<file path="config.mk">
export PLATFORM = sky130hd
export DESIGN_NAME = axis_header_insert_sched_flat
export DESIGN_NICKNAME = d
export VERILOG_FILES = /design/src/rtl/axis_header_insert_sched_pkg.sv /design/src/rtl/axis_header_insert_sched_if.sv /design/src/rtl/axis_header_insert_sched_rr_pick.sv /design/src/rtl/axis_header_insert_sched.sv /design/src/flat_wrapper.sv
export SDC_FILE = /design/constraint.sdc
export NUM_CORES = 1
export LEC_CHECK = 0
export CAP_MARGIN = 10
export CORE_AREA = 5 5 151 153
export CTS_CLUSTER_DIAMETER = 60
export DETAILED_ROUTE_END_ITERATION = 8
export DIE_AREA = 0 0 156 158
export PLACE_DENSITY = 0.46
export SETUP_SLACK_MARGIN = 0.02
export SYNTH_ARGS = -nofsm -noshare
export SYNTH_HDL_FRONTEND = slang
export SYNTH_SLANG_ARGS = --single-unit
</file>
<file path="constraint.sdc">
create_clock -name clk -period 1.6 [get_ports clk]
set_input_delay 0.4 -clock clk [delete_from_list [all_inputs] [get_ports clk]]
set_output_delay 0.4 -clock clk [all_outputs]
set_load 0.01 [all_outputs]
</file>
<file path="src/rtl/axis_header_insert_sched_pkg.sv">
// Shared types and default widths for the header-insert frame scheduler.
package axis_hdr_sched_pkg;

    localparam int unsigned P_DATA_WD      = 32;
    localparam int unsigned P_DATA_BYTE_WD = P_DATA_WD / 8;
    localparam int unsigned P_BYTE_CNT_WD  = $clog2(P_DATA_BYTE_WD);
    localparam int unsigned P_NUM_SRC      = 4;
    localparam int unsigned P_SRC_WD       = $clog2(P_NUM_SRC);

    typedef enum logic {
        IDLE  = 1'b0,
        FRAME = 1'b1
    } state_t;

    typedef logic [P_SRC_WD-1:0] src_idx_t;

endpackage

</file>
<file path="src/rtl/axis_header_insert_sched_if.sv">
// Bundle of N header+payload stream pairs (flattened, lane i at [i*W +: W]).
// master drives valid/data side, slave drives the ready side.
interface axis_header_insert_sched_if #(
    parameter int unsigned N       = 1,
    parameter int unsigned DATA_WD = axis_hdr_sched_pkg::P_DATA_WD
);
    localparam int unsigned DATA_BYTE_WD = DATA_WD / 8;
    localparam int unsigned BYTE_CNT_WD  = $clog2(DATA_BYTE_WD);

    logic [N-1:0]              valid_in;
    logic [N*DATA_WD-1:0]      data_in;
    logic [N*DATA_BYTE_WD-1:0] keep_in;
    logic [N-1:0]              last_in;
    logic [N-1:0]              ready_in;

    logic [N-1:0]              valid_insert;
    logic [N*DATA_WD-1:0]      data_insert;
    logic [N*DATA_BYTE_WD-1:0] keep_insert;
    logic [N*BYTE_CNT_WD-1:0]  byte_insert_cnt;
    logic [N-1:0]              ready_insert;

    modport master (
        output valid_in, data_in, keep_in, last_in,
        output valid_insert, data_insert, keep_insert, byte_insert_cnt,
        input  ready_in, ready_insert
    );

    modport slave (
        input  valid_in, data_in, keep_in, last_in,
        input  valid_insert, data_insert, keep_insert, byte_insert_cnt,
        output ready_in, ready_insert
    );

endinterface

</file>
<file path="src/rtl/axis_header_insert_sched_rr_pick.sv">
// Combinational rotating-priority picker: first set req scanning from ptr+1 with wrap.
module axis_rr_pick #(
    parameter int unsigned NUM_SRC = 4,
    parameter int unsigned SRC_WD  = $clog2(NUM_SRC)
) (
    input  logic [NUM_SRC-1:0] req,
    input  logic [SRC_WD-1:0]  ptr,
    output logic [SRC_WD-1:0]  gnt_idx,
    output logic               gnt_vld
);

    logic [SRC_WD-1:0] w_idx;

    // Scan candidates in rotated order, keep the first requester found.
    always_comb begin
        gnt_idx = '0;
        gnt_vld = 1'b0;
        w_idx   = '0;
        for (int unsigned k = 1; k <= NUM_SRC; k++) begin
            w_idx = SRC_WD'((32'(ptr) + k) % NUM_SRC);
            if (!gnt_vld && req[w_idx]) begin
                gnt_vld = 1'b1;
                gnt_idx = w_idx;
            end
        end
    end

endmodule

</file>
<file path="src/rtl/axis_header_insert_sched.sv">
// Round-robin frame scheduler feeding a header inserter: one source owns both
// inserter ports from grant until its payload last beat is accepted.
module axis_header_insert_sched
    import axis_hdr_sched_pkg::*;
#(
    parameter int unsigned DATA_WD      = P_DATA_WD,
    parameter int unsigned DATA_BYTE_WD = DATA_WD / 8,
    parameter int unsigned BYTE_CNT_WD  = $clog2(DATA_BYTE_WD),
    parameter int unsigned NUM_SRC      = P_NUM_SRC,
    parameter int unsigned SRC_WD       = $clog2(NUM_SRC)
) (
    input  logic                       clk,
    input  logic                       rst,
    axis_header_insert_sched_if.slave  s,
    axis_header_insert_sched_if.master m,
    output logic [SRC_WD-1:0]          grant_id,
    output logic                       busy
);

    state_t              r_state;
    logic [SRC_WD-1:0]   r_ptr;
    logic                r_hdr_sent;

    logic [SRC_WD-1:0]   w_gnt_idx;
    logic                w_gnt_vld;
    logic                w_active;
    logic                w_hdr_open;
    logic                w_pl_gate;
    logic                w_hdr_hs;
    logic                w_last_hs;

    axis_rr_pick #(
        .NUM_SRC (NUM_SRC),
        .SRC_WD  (SRC_WD)
    ) u_pick (
        .req     (s.valid_insert),
        .ptr     (r_ptr),
        .gnt_idx (w_gnt_idx),
        .gnt_vld (w_gnt_vld)
    );

    // Route the granted pair to the inserter; the last payload beat is held back
    // until the header has been taken so the inserter never sees a headerless frame.
    always_comb begin
        w_active   = (r_state == FRAME) && !rst;
        w_hdr_open = w_active && !r_hdr_sent;
        w_pl_gate  = w_active && (!s.last_in[grant_id] || r_hdr_sent);

        m.valid_insert    = w_hdr_open && s.valid_insert[grant_id];
        m.data_insert     = s.data_insert[grant_id*DATA_WD +: DATA_WD];
        m.keep_insert     = s.keep_insert[grant_id*DATA_BYTE_WD +: DATA_BYTE_WD];
        m.byte_insert_cnt = s.byte_insert_cnt[grant_id*BYTE_CNT_WD +: BYTE_CNT_WD];

        m.valid_in = w_pl_gate && s.valid_in[grant_id];
        m.data_in  = s.data_in[grant_id*DATA_WD +: DATA_WD];
        m.keep_in  = s.keep_in[grant_id*DATA_BYTE_WD +: DATA_BYTE_WD];
        m.last_in  = s.last_in[grant_id];

        s.ready_insert           = '0;
        s.ready_in               = '0;
        s.ready_insert[grant_id] = w_hdr_open && m.ready_insert;
        s.ready_in[grant_id]     = w_pl_gate && m.ready_in;

        w_hdr_hs  = m.valid_insert && m.ready_insert;
        w_last_hs = m.valid_in && m.ready_in && m.last_in;
    end

    // Frame FSM: grant in IDLE, track header acceptance, release on last payload beat.
    always_ff @(posedge clk) begin
        if (rst) begin
            r_state    <= IDLE;
            r_ptr      <= SRC_WD'(NUM_SRC - 1);
            r_hdr_sent <= 1'b0;
            grant_id   <= '0;
            busy       <= 1'b0;
        end else begin
            case (r_state)
                IDLE: begin
                    if (w_gnt_vld) begin
                        grant_id   <= w_gnt_idx;
                        r_ptr      <= w_gnt_idx;
                        r_hdr_sent <= 1'b0;
                        busy       <= 1'b1;
                        r_state    <= FRAME;
                    end
                end
                FRAME: begin
                    if (w_hdr_hs) begin
                        r_hdr_sent <= 1'b1;
                    end
                    if (w_last_hs) begin
                        busy    <= 1'b0;
                        r_state <= IDLE;
                    end
                end
                default: r_state <= IDLE;
            endcase
        end
    end

endmodule

</file>
<file path="src/flat_wrapper.sv">
// flat-port wrapper written by rule: the top's interface ports become plain ports
module axis_header_insert_sched_flat import axis_hdr_sched_pkg::*;
#(
    parameter int unsigned DATA_WD      = P_DATA_WD,
    parameter int unsigned DATA_BYTE_WD = DATA_WD / 8,
    parameter int unsigned BYTE_CNT_WD  = $clog2(DATA_BYTE_WD),
    parameter int unsigned NUM_SRC      = P_NUM_SRC,
    parameter int unsigned SRC_WD       = $clog2(NUM_SRC)
)
  (clk, rst, grant_id, busy, s_valid_in, s_data_in, s_keep_in, s_last_in, s_valid_insert, s_data_insert, s_keep_insert, s_byte_insert_cnt, s_ready_in, s_ready_insert, m_valid_in, m_data_in, m_keep_in, m_last_in, m_valid_insert, m_data_insert, m_keep_insert, m_byte_insert_cnt, m_ready_in, m_ready_insert);
  axis_header_insert_sched_if #(.N((4)), .DATA_WD(DATA_WD)) s_i ();
  axis_header_insert_sched_if #(.N(1), .DATA_WD(DATA_WD)) m_i ();
  input  logic clk;
  input  logic rst;
  output logic [SRC_WD-1:0] grant_id;
  output logic busy;
  input wire logic [$bits(s_i.valid_in)-1:0] s_valid_in;
  input wire logic [$bits(s_i.data_in)-1:0] s_data_in;
  input wire logic [$bits(s_i.keep_in)-1:0] s_keep_in;
  input wire logic [$bits(s_i.last_in)-1:0] s_last_in;
  input wire logic [$bits(s_i.valid_insert)-1:0] s_valid_insert;
  input wire logic [$bits(s_i.data_insert)-1:0] s_data_insert;
  input wire logic [$bits(s_i.keep_insert)-1:0] s_keep_insert;
  input wire logic [$bits(s_i.byte_insert_cnt)-1:0] s_byte_insert_cnt;
  output wire logic [$bits(s_i.ready_in)-1:0] s_ready_in;
  output wire logic [$bits(s_i.ready_insert)-1:0] s_ready_insert;
  output wire logic [$bits(m_i.valid_in)-1:0] m_valid_in;
  output wire logic [$bits(m_i.data_in)-1:0] m_data_in;
  output wire logic [$bits(m_i.keep_in)-1:0] m_keep_in;
  output wire logic [$bits(m_i.last_in)-1:0] m_last_in;
  output wire logic [$bits(m_i.valid_insert)-1:0] m_valid_insert;
  output wire logic [$bits(m_i.data_insert)-1:0] m_data_insert;
  output wire logic [$bits(m_i.keep_insert)-1:0] m_keep_insert;
  output wire logic [$bits(m_i.byte_insert_cnt)-1:0] m_byte_insert_cnt;
  input wire logic [$bits(m_i.ready_in)-1:0] m_ready_in;
  input wire logic [$bits(m_i.ready_insert)-1:0] m_ready_insert;
  assign s_i.valid_in = s_valid_in;
  assign s_i.data_in = s_data_in;
  assign s_i.keep_in = s_keep_in;
  assign s_i.last_in = s_last_in;
  assign s_i.valid_insert = s_valid_insert;
  assign s_i.data_insert = s_data_insert;
  assign s_i.keep_insert = s_keep_insert;
  assign s_i.byte_insert_cnt = s_byte_insert_cnt;
  assign s_ready_in = s_i.ready_in;
  assign s_ready_insert = s_i.ready_insert;
  assign m_valid_in = m_i.valid_in;
  assign m_data_in = m_i.data_in;
  assign m_keep_in = m_i.keep_in;
  assign m_last_in = m_i.last_in;
  assign m_valid_insert = m_i.valid_insert;
  assign m_data_insert = m_i.data_insert;
  assign m_keep_insert = m_i.keep_insert;
  assign m_byte_insert_cnt = m_i.byte_insert_cnt;
  assign m_i.ready_in = m_ready_in;
  assign m_i.ready_insert = m_ready_insert;
  axis_header_insert_sched #(.DATA_WD(DATA_WD), .DATA_BYTE_WD(DATA_BYTE_WD), .BYTE_CNT_WD(BYTE_CNT_WD), .NUM_SRC(NUM_SRC), .SRC_WD(SRC_WD)) u_core (.clk(clk), .rst(rst), .s(s_i), .m(m_i), .grant_id(grant_id), .busy(busy));
endmodule
</file>
-- Word level (Yosys, flattened, before mapping)
Index checks and enable logic that the tools add are counted.
Widths: inputs -> output; s select.
- reductions and logical operators: 24
- shifts and indexed selects: 5
- bitwise operators: 3
- mux-type cells: 33
- equality and inequality tests: 3
- add/sub/neg operators: 4
- magnitude comparators: 6
- operator list (cell ; number):
    $shiftx 128x8->32 ; 2
    $shiftx 16x5->4 ; 2
    $mux 1 ; 18
    $lt 2x3->1 const B ; 5
    $bmux 1 s2 ; 7
    $logic_and 1x1->1 ; 14
    $and 4x4->4 ; 2
    $mux 2 ; 4
    $shiftx 8x4->2 ; 1
    $logic_not 1->1 ; 6
    $ne 2x2->1 const B ; 3
    $pmux 1 s2 ; 3
    $reduce_and 2->1 ; 3
    $add 2x1->2 const B ; 2
    $add 2x2->2 const B ; 2
    $demux 1 s2 ; 1
    $ge 2x1->1 const B ; 1
    $logic_or 1x1->1 ; 1
    $not 1->1 ; 1
- word-level logic and storage cells: 83
- register bits after elaboration: 7
- input port bits: 312
- output and inout port bits: 88

-- Longest topological paths before layout
- depth in word-level cells: 15
- depth in mapped cells: 5
- mapped depth without buffers: 4

-- Cells and area by module
A second synthesis with hierarchy kept.
- cell total of the unflattened synthesis: 154
- area, all modules: 2278.4 um2
- by module, submodules not included (module ; cells an instance ; area an instance (um2) ; seq. area each (um2) ; instances):
    axis_header_insert_sched ; 140 ; 2187.1 ; 140.1 ; 1
    axis_rr_pick ; 14 ; 91.3 ; 0.0 ; 1

-- Worst setup path before layout
OpenSTA, ideal clock, no wires.
- path kind: reg-to-output
- from: register u_core.grant_id[0]
- to: output port s_ready_in[3]
- required time: 1200 ps
- data arrival time: 1447 ps
- buffers on the path: 0
- path slack: -247 ps
- cell stages (with the launch flop): 5
- path through: dfxtp_1 mux4_2 a21oi_2 nand2_2 nor2_1
- cells in the longest elaborated chain, start to end: 7
- elaborated cells on any way between the ends: 12
- those cells by class: order compare: 2; mux: 4; bitwise: 1; reduce/logical: 5
- ends and longest elaborated chain (what ; line ; RTL):
    start: declaration ; axis_header_insert_sched.sv:16 ; output logic [SRC_WD-1:0] grant_id,
    start signal: assignment ; axis_header_insert_sched.sv:80 ; grant_id <= w_gnt_idx;
    $bmux 1 s2 ; - ;
    $mux 1 ; - ;
    net m_last_in ; flat_wrapper.sv:30 ; output wire logic [$bits(m_i.last_in)-1:0] m_last_in;
    $logic_not 1->1 ; axis_header_insert_sched.sv:47 ; w_pl_gate = w_active && (!s.last_in[grant_id] || r_hdr_sent);
    $logic_or 1x1->1 ; axis_header_insert_sched.sv:47 ;
    $logic_and 1x1->1 ; axis_header_insert_sched.sv:47 ;
    $logic_and 1x1->1 ; axis_header_insert_sched.sv:62 ; s.ready_in[grant_id] = w_pl_gate && m.ready_in;
    $and 4x4->4 (no source line) ; - ;
    end: declaration ; flat_wrapper.sv:25 ; output wire logic [$bits(s_i.ready_in)-1:0] s_ready_in;
The timed path passes the listed nets, and every way through them passes these cells. The select of a mux whose other input is x is not followed.

-- Worst setup path after layout
- from: register u_core.grant_id[0]
- to: output port s_ready_in[0]
- cells in the longest elaborated chain, start to end: 7
- elaborated cells on any way between the ends: 12
- those cells by class: order compare: 2; mux: 4; bitwise: 1; reduce/logical: 5
- ends and longest elaborated chain (what):
    branches (longest 6 deep; another with $lt 2x3->1)
    $and 4x4->4 (no source line) *
Every way passes the cells marked *. The select of a mux whose other input is x is not followed.

==> summary.txt <==
Run status
  – Outcome: finished, violations left
  – Failing checks: setup timing

Cells and area
  – Filler instances: 2123
  – Final Non-Filler Cells: 912
  – Area growth syn-to-layout: 226%
  – Fraction of layout cells with a size suffix above 1: 44.4%
  – Multi-input logic area: 2140 sq um
  – Nets: 944
  – FF+latch area: 150 sq um

Drt
  – DRT Wirelength: 19500 microns
  – Via Count: 3705
  – Post-DR wirelength/cell: 21.3 microns
  – Drt pass-1 iters: 4
  – Via density: 4.06
  – Drc violations: 0
  – Post-route ant nets: 0
  – Number of DRC markers in iteration 0: 134

STA
  – RSZ-0062 raised after global routing: yes
  – Max Freq: 466 MHz
  – Slew Limit Fails: 0
  – Tmin final: 2.14 ns
  – Max-slew headroom: 74.7%
  – Period utilization: 134%
  – Worst hold slack: 0.543 ns
  – Final Hold Fails: 0
  – Final setup viols: 84
  – Worst-Margin Slew: 0.373 ns
  – Setup Skew: 0.000605 ns
  – Final worst slack: -0.545 ns

Power
  – Pwr Density: 444 nW/um^2
  – Pleak: 2.90 nW
  – Peak VDD IR: 224 uV

Yosys
  – Most frequent cell after synthesis: mux4_2
  – Leading area contributor after synthesis: mux4_2
  – Register bit total from synthesis: 7
  – Synth Area per Inst: 14.5 sq um
  – Synth Flop Type: dfxtp_1
  – Yosys cell types: 33
  – EDFF count, synth: 0
  – Warnings, synthesis: 0
  – Top cells by area, synth: mux4_2 (75%), dfxtp_1 (6.0%), buf_4 (2.3%)
  – Post-synthesis cell count: 160
  – Share of the synthesized area in the top cell type: 74.7%
  – Top post-synthesis cells by count: mux4_2 (77), nor2_1 (10), buf_2 (9)
  – Syn_nets: 472
  – Register area share after synthesis: 6.04%
  – Post-Syn Area: 2320 sq um
  – Synth async-reset ratio: 0%

Setup path
  – CP Capture Point: s_ready_in[0]
  – Critical path capture point type: output pin
  – Crit path kind: reg -> out
  – Worst setup SP type: flop
  – Slowest-stage cell, CP: mux4_2
  – Worst Setup SP: u_core.grant_id[0]
  – Cell family with most CP delay: multiplexers
  – Capturing point of the worst reg2reg path: u_core.r_state
  – Worst r2r src: u_core.grant_id[0]
  – CP bufs+invs: 2
  – WP depth: 6
  – Cells along the critical path: buf_6, mux4_2, a21oi_2, nand2_2, nor3_4, buf_2
  – Minimum setup slack among reg-to-reg paths: -0.04 ns
  – Critical Path Fanout Max: 5
  – CP peak stage delay: 0.50 ns
  – Arrival time worst endpoint: 1.74 ns
  – Required @ worst endpoint: 1.20 ns
  – R2R depth: 8

Clocking
  – Register clock-pin slew on the reported worst setup and hold paths: 0.04 ns
  – Htree depth: 1
  – TritonCTS clock tree: yes
  – Sink Count: 7
  – Clock insertion delay at the later pin of the skew report: 0.23 ns
  – CTS Root Cell: clkbuf_16
  – TritonCTS buffer count: 3
  – Clock buffer depth: 2

Place
  – RePlAce Congestion: 0.891
  – IO buf count: 399
  – Cells after DPL: 853
  – Dpl hpwl: 16700 microns

Floorplan
  – I/O pin count: 400
  – Core footprint: 21400 sq um
  – Chip Height: 158 microns
  – Initial core utilization: 10.8%
  – Row cnt: 54
  – DIE AREA: 24600 sq um
  – Die width: 156 microns

Flow run
  – Max_cap viols: 0

Global route
  – First-pass GRT wire length: 26700 microns
  – Vias in the first global route: 4116
  – Largest net degree at the start of global routing: 18
  – Congestion Overflow GR: 0
  – GRT Overall Usage: 14.3%
  – Initial antenna violation count: 1

Worst hold path
  – Class of the worst hold path: reg -> reg
## state kept, by name (all words and copies together) (netlist names)
signal,flops
u_core.grant_id,2
u_core.r_ptr,2
u_core.busy,1
u_core.r_hdr_sent,1
u_core.r_state,1
## per-stage QoR
stage                     setup WS, ns  utilization [%]  cell area, sq um  setup TNS, ns  power (mW)
after floorplan                 -0.178                -              2410          -3.77        1.14
after global placement           -1.05             32.3              6910         -54.51        2.64
after detailed placement         -1.05             32.3              6910         -54.83        2.66
after CTS                       -0.610             34.3              7340         -37.64        3.26
after global routing            -0.639             35.4              7580         -40.51        3.55
final                           -0.545             35.4              7580         -35.49        3.37
## per-layer routing
metal	vias to the layer above	part of all wire [%]	track usage, %
met5	-	0	0
met4	0	0.87	1.75
met3	10	7.5	2.82
met2	185	54	27.2
met1	1833	37	17.0
li1	1677	-	-
## what timing repair did
item,4_1_cts,5_1_grt
setup buffers,47,15
setup endpoints to repair,94,89
pin swaps,8,6
gates cloned,3,0
hold buffers,0,0
resized for setup,436,53
## power breakdown
part / internal (mW) / switching [mW] / total [mW]
registers: 0.191 / 0.0245 / 0.215
clock network: 0.332 / 0.0974 / 0.429
logic: 1.86 / 0.857 / 2.72
## worst min path at each step
stage	start	to	cells past startpoint
4_1_cts	u_core.busy	u_core.busy	2
3_5_place_dp	u_core.busy	u_core.busy	2
5_1_grt	u_core.busy	u_core.busy	2
2_1_floorplan	rst	u_core.grant_id[1]	1
6_report	u_core.busy	u_core.busy	2
3_3_place_gp	u_core.busy	u_core.busy	2
## area by class of cell
class	count	area share, %
Antenna cell	1	0.0330
Clock buffer	4	1.04
Inverter	4	0.198
Multi-Input combinational cell	131	28.3
Sequential cell	7	1.98
Tap cell	280	4.62
Timing Repair Buffer	485	63.8
## logic make-up after synthesis
group	Yosys count	share of synthesized area [%]
mux	77	74.7
simple gates	40	9.33
buf+inv	22	5.50
compound gates	14	4.42
flops	7	6.04
## worst min-delay path: cells and delay by family (launching register included)
kind / cells / cell delay, ns
simple gates: 2 / 0.18
flops: 1 / 0.31
## layout by cell type (no fill, tap or decap), types with 5 or more instances in the layout
cell               n
nor2_1             5
buf_2             33
buf_6             73
mux4_2            77
buf_8              6
clkdlybuf4s50_1  302
buf_12            10
nor2_2             5
dlygate4sd2_1      9
buf_4             48
Power figures use the tool's default switching activity.
